==> config.mk <==
export PLATFORM = sky130hd
export DESIGN_NAME = hazard_controller
export DESIGN_NICKNAME = d
export VERILOG_FILES = /design/src/rtl/hazard_controller.sv
export SDC_FILE = /design/constraint.sdc
export NUM_CORES = 1
export LEC_CHECK = 0
export BUFFER_PORTS_ARGS = -buffer_cell sky130_fd_sc_hd__buf_4
export CORE_UTILIZATION = 54
export DETAILED_ROUTE_END_ITERATION = 6
export GPL_ROUTABILITY_DRIVEN = 0
export PLACE_DENSITY = 0.85
export SYNTH_ARGS = -nofsm -noshare
export SYNTH_HDL_FRONTEND = slang
export SYNTH_SLANG_ARGS = --single-unit
==> constraint.sdc <==
create_clock -name clk -period 3.3 [get_ports clk]
set_input_delay 0.33 -clock clk [delete_from_list [all_inputs] [get_ports clk]]
set_output_delay 0.33 -clock clk [all_outputs]
set_load 0.02 [all_outputs]
==> src/rtl/hazard_controller.sv <==
// hazard_controller: load-use stall, branch flush and memory-wait freeze control with performance counters
module hazard_controller (
  input  logic        clk,
  input  logic        reset,
  input  logic [4:0]  id_rn,
  input  logic [4:0]  id_rm,
  input  logic [4:0]  id_rt,
  input  logic        id_reg2loc,
  input  logic        ex_mem_read,
  input  logic [4:0]  ex_write_register,
  input  logic        mem_branch_taken,
  input  logic        mem_wait,
  input  logic        clear_counts,
  output logic        pc_write,
  output logic        ifid_write,
  output logic        idex_bubble,
  output logic        pipe_hold,
  output logic        flush_ifid,
  output logic        flush_idex,
  output logic        flush_exmem,
  output logic [1:0]  state,
  output logic [15:0] stall_count,
  output logic [15:0] flush_count
);
  typedef enum logic [1:0] {RUN = 2'd0, LOAD_STALL = 2'd1, FLUSH = 2'd2, FREEZE = 2'd3} state_t;
  state_t cur, nxt;
  logic [4:0] rd2;
  logic hz;
  assign rd2 = id_reg2loc ? id_rt : id_rm;
  assign hz = ex_mem_read && ex_write_register != 5'd31 && (ex_write_register == id_rn || ex_write_register == rd2);
  assign state = cur;
  // state register; reset drops any stall or freeze in progress
  always_ff @(posedge clk or posedge reset)
    if (reset) cur <= RUN;
    else cur <= nxt;
  // control outputs and next state; reset forces the free-running defaults
  always_comb begin
    pc_write = 1'b1;
    ifid_write = 1'b1;
    idex_bubble = 1'b0;
    pipe_hold = 1'b0;
    flush_ifid = 1'b0;
    flush_idex = 1'b0;
    flush_exmem = 1'b0;
    nxt = RUN;
    if (!reset) begin
      if (mem_wait) begin
        pc_write = 1'b0;
        ifid_write = 1'b0;
        pipe_hold = 1'b1;
        nxt = FREEZE;
      end else if (mem_branch_taken) begin
        flush_ifid = 1'b1;
        flush_idex = 1'b1;
        flush_exmem = 1'b1;
        nxt = FLUSH;
      end else if (hz && cur != FLUSH) begin
        pc_write = 1'b0;
        ifid_write = 1'b0;
        idex_bubble = 1'b1;
        nxt = LOAD_STALL;
      end
    end
  end
  // saturating event counters; clear wins over increment
  always_ff @(posedge clk or posedge reset)
    if (reset) begin
      stall_count <= '0;
      flush_count <= '0;
    end else if (clear_counts) begin
      stall_count <= '0;
      flush_count <= '0;
    end else begin
      if (idex_bubble && stall_count != 16'hFFFF) stall_count <= stall_count + 16'd1;
      if (flush_idex && flush_count != 16'hFFFF) flush_count <= flush_count + 16'd1;
    end
endmodule

# ---- Yosys cells after proc, flatten, opt, wreduce, memory -nomap -nowiden
# Cells that the tools add are included.
# Widths: inputs -> output; s select.
dict set report word_totals {
  ff_bits 34
  inputBits 27
  word_cells 41
}
dict set report classes {
  n_mux 22
  n_addsub 2
  reduce_logical 8
  eq_ne 6
}
# cell count
set op_table {}
lappend op_table {{$mux 16} 4}
lappend op_table {{$add 16x1->16 const B} 2}
lappend op_table {{$ne 16x16->1 const B} 2}
lappend op_table {{$mux 1} 14}
lappend op_table {{$eq 5x5->1} 2}
lappend op_table {{$mux 2} 3}
lappend op_table {{$logic_and 1x1->1} 5}
lappend op_table {{$mux 5} 1}
lappend op_table {{$ne 5x5->1 const B} 1}
lappend op_table {{$reduce_bool 2->1} 2}
lappend op_table {{$ne 2x2->1 const B} 1}
lappend op_table {{$logic_or 1x1->1} 1}

# ---- Longest topological paths before layout
dict set report depth {
  ltp_word 12
  ltp_mapped 10
}

# ---- Worst setup path before layout
# OpenSTA, ideal clock, no wires.
dict set report synth_timing {
  kind {input -> register}
  from {input reset}
  to {register stall_count[15]}
  n_path_buf 1
  setup_ns 0.078
  arrival_ns 2.246
  path_stages 6
  setup_slack_ns 0.976
  path_cell_list {inv_1 a32o_2 nand2_2 buf_6 or4b_1 a21oi_1}
}
dict set report synth_between {
  elab_chain_len 3
}
# item line
set synth_lines {}
lappend synth_lines {{from (decl)} 4} ;# input logic reset,
lappend synth_lines {{$mux 1} 46} ;# if (!reset) begin
lappend synth_lines {{$logic_and 1x1->1} 74} ;# if (idex_bubble && stall_count != 16'hFFFF) stall_count <= stall_count + 16'd1;
lappend synth_lines {{$reduce_bool 2->1 (no line)} --}
lappend synth_lines {{to (signal assigned)} 74}
lappend synth_lines {{to (decl)} 22} ;# output logic [15:0] stall_count,
# Every way passes these cells.
# A chain may end at the register's enable or synchronous reset.

# ---- Worst setup path after layout
dict set report layout_timing {
  from {register cur[0], in the netlist state[0]}
  to {register stall_count[13]}
}
dict set report layout_between {
  elab_chain_len 8
}
# item line
set layout_lines {}
lappend layout_lines {{from (decl)} 26} ;# state_t cur, nxt;
lappend layout_lines {{from (signal assigned)} 35} ;# else cur <= nxt;
lappend layout_lines {{$ne 2x2->1} 57} ;# end else if (hz && cur != FLUSH) begin
lappend layout_lines {{$logic_and 1x1->1} 57}
lappend layout_lines {{$mux 1} 57}
lappend layout_lines {{$mux 1} 52} ;# end else if (mem_branch_taken) begin
lappend layout_lines {{$mux 1} 47} ;# if (mem_wait) begin
lappend layout_lines {{$mux 1} 46}
lappend layout_lines {{$logic_and 1x1->1} 74}
lappend layout_lines {{$reduce_bool 2->1 (no line)} --}
# Every way passes these cells.

==> flow_metrics.py <==
metrics = {
    "outcome": {
        "status": "complete, no violations",
    },
    "grt": {
        "grt_pass1_wl_um": 7520,
        "grt_pass1_vias": 1634,
        "grt_overflow_total": 0,
        "grt.total_usage_pct": 24.3,
        "met2_usage_pct": 40.1,
        "grt_util_met3_pct": 7.12,
        "antenna_found_initial": 0,
        "grt_max_degree": 35,
        "grt.busiest_layer": "met2",
        "grtUsageMet1_pct": 30.7,
    },
    "synthesis": {
        "synthMuxAreaShare_pct": 3.56,
        "synth_compound_area_share_pct": 8.44,
        "synth_top_family_by_area": "simple AND/OR/NAND/NOR gates",
        "synth-async-reset-ratio_pct": 100,
        "syn_nets": 240,
        "yosys.area_share.simple_pct": 24.9,
        "syn_area_per_cell_um2": 9.34,
        "synth-edff-count": 0,
        "yosys_warnings": 0,
        "ys.flop_type": "dfrtp_1",
        "syn_area_um2": 1970,
        "seq_area_frac_synth_pct": 43.2,
        "synth-xor-area-share_pct": 13.8,
        "postSynthCellCount": 211,
        "ys_ff_latch": 34,
        "synth_adder_area_share_pct": 1.27,
        "yosys.cell_types.count": 36,
    },
    "timing": {
        "hold_viol_final": 0,
        "setup_viol": 0,
        "min_period_ns": 2.31,
        "worst_slack_ns": 0.987,
        "rsz0062_at_grt": "no",
        "relSlewSlack_pct": 53.3,
        "fin_skew_ns": 0.00651,
        "fin_setup_tns_ns": 0,
        "max_freq_ghz": 0.432,
        "slew_viol_final": 0,
        "worstMarginPinSlew_ns": 0.695,
        "period_share_pct": 70.1,
    },
    "pwr": {
        "p_int_mw": 0.565,
        "p_leak_nw": 1.19,
        "power_switching_mw": 0.191,
        "power_density_nw_per_um2": 299,
        "pwr-share-seq_pct": 55.6,
        "power_frac_clock_pct": 32.2,
        "p_sw_share_pct": 25.3,
        "fin_total_pwr_mw": 0.757,
        "vdd_drop_max_uv": 268,
        "comb_power_share_pct": 12.2,
    },
    "floorplan": {
        "die_x_um": 62.4,
        "coreArea_um2": 3420,
        "fp.dieH_um": 62.4,
        "io_pins": 68,
        "start_util_pct": 57.7,
        "rows": 21,
        "die_area_um2": 3900,
    },
    "clock_tree": {
        "cts_max_level": 2,
        "numCtsBuffers": 5,
        "path_clk_slew_ns": 0.10,
        "cts_sinks": 34,
        "cts_resized": 0,
        "cts-root-buf": "clkbuf_4",
        "cts_buffer_depth": 2,
        "cts_tree": "yes",
        "hold_buffers": 0,
        "clock_latency_ns": 0.34,
        "cts_setup_buffers": 0,
    },
    "cells_and_area": {
        "num_antenna_cells": 0,
        "drive_gt1_share_pct": 28.6,
        "seq_area_um2": 851,
        "fillCellCount": 278,
        "area_growth_pct": 28.5,
        "nets": 304,
        "multi_input_area_um2": 1020,
    },
    "routing": {
        "drt_first_pass_iters": 4,
        "first_iter_violations": 72,
        "viasPerCell": 5.49,
        "routed_wl_um": 4330,
        "routedWlPerCell_um": 13.5,
        "drc": 0,
        "vias": 1767,
        "detail-route-antenna-nets": 0,
    },
    "critical_path": {
        "required_ns": 3.57,
        "r2r-start": "state[0]",
        "r2r-end": "stall_count[13]",
        "path_max_fanout": 20,
        "crit_start": "state[0]",
        "reg2reg_depth": 7,
        "worstSetupEndpointType": "flip-flop",
        "start_kind": "flip-flop",
        "reg2reg_setup_slack_ns": 0.99,
        "path_class": "flip-flop to flip-flop",
        "arrival_ns": 2.58,
    },
    "min_path": {
        "hp-class": "primary input to asynchronous set/reset pin",
    },
    "flow_run": {
        "maxCapViolCount": 0,
    },
    "placed_design": {
        "hpwl_um": 3160,
        "io_buffers": 67,
        "place_ws_ns": 0.868,
    },
}
==> power groups by stage <==
stage	combinational [mW]	clock (mW)	sequential [mW]
finish	0.0926	0.243	0.421
global route	0.102	0.268	0.421
CTS	0.0941	0.250	0.421
detailed placement	0.0937	0	0.429
global placement	0.0933	0	0.429
floorplan	0.0480	0	0.432
==> cell families after synthesis <==
family	Yosys count
AOI/OAI and AO/OA	26
xor gates and xnor gates	31
adders and majority gates	2
buffers and inverters	18
DFF	34
muxes	7
and+or+nand+nor	93
==> metrics by stage <==
stage                     cell area (um^2)  hold WS [ns]  std cells  util [%]
after floorplan                       1970         0.393        211         -
after global placement                2470         0.523        314      72.3
after CTS                             2530         0.145        322      74.1
final                                 2530         0.137        322      74.1
after detailed placement              2470         0.520        314      72.3
after global routing                  2530         0.169        322      74.1
==> synthesized netlist by cell type (2+ instances only) <==
cell type / instances / area [um^2]
o21ai_0: 2 / 10.0
nand2_1: 10 / 37.5
buf_2: 2 / 10.0
dfrtp_1: 34 / 851
mux2i_1: 7 / 70.1
buf_6: 2 / 22.5
nor2_1: 30 / 113
xor2_1: 21 / 184
or4_1: 7 / 52.6
nand4_1: 11 / 68.8
ha_1: 2 / 25.0
and4_1: 2 / 17.5
nand3_1: 15 / 75.1
nor3_1: 3 / 15.0
inv_1: 7 / 26.3
a21oi_1: 12 / 60.1
xnor2_1: 10 / 87.6
buf_4: 3 / 22.5
or3_1: 2 / 12.5
and3_1: 5 / 31.3
clkbuf_1: 4 / 15.0
o31ai_1: 6 / 45.0
==> worst max-delay path by stage <==
stage / end / depth (start not counted) / slack (ns)
floorplan: stall_count[15] / 6 / 0.98
global placement: stall_count[13] / 8 / 0.95
detailed placement: stall_count[15] / 8 / 0.87
CTS: stall_count[13] / 7 / 0.98
global route: stall_count[15] / 7 / 0.74
finish: stall_count[13] / 7 / 0.99
==> routing by layer <==
layer	part of all wire, %	vias up
met4	1.4	0
li1	-	876
met1	43	828
met5	0	-
met3	7.0	5
met2	49	58
==> critical path, stage by stage (launching register included) <==
cell and delay (ns):
dfrtp_1 0.36, nand2b_1 0.11, o2111ai_1 0.15, nor4_1 0.37, a32o_2 0.32, nand2_2 0.23, or4_1 0.56, a21oi_1 0.15
==> cell usage in the layout (no fill, tap or decap), types with 2 or more instances in the layout <==
cell type	n
nor3_1	3
inv_1	7
or4_1	7
ha_1	2
mux2i_1	7
clkbuf_4	5
nand2_1	10
o31ai_1	6
o21ai_0	2
a21oi_1	12
nor2_1	30
xnor2_1	10
or3_1	2
xor2_1	21
and3_1	5
dfrtp_1	34
buf_4	68
and4_1	2
nand4_1	11
nand3_1	15
==> layout make-up <==
class	count	area share, %
clock inverters	2	0.494
inverters	7	1.04
multi-input cells	159	40.4
repair buffers	68	20.2
well taps	46	2.27
flip-flops and latches	34	33.6
clock buffers	6	2.03
==> state kept, by name (all words and copies together), names as in the netlist <==
signal,flops
state,2
flush_count,16
stall_count,16
No activity file was read; power rests on OpenSTA's default activity.
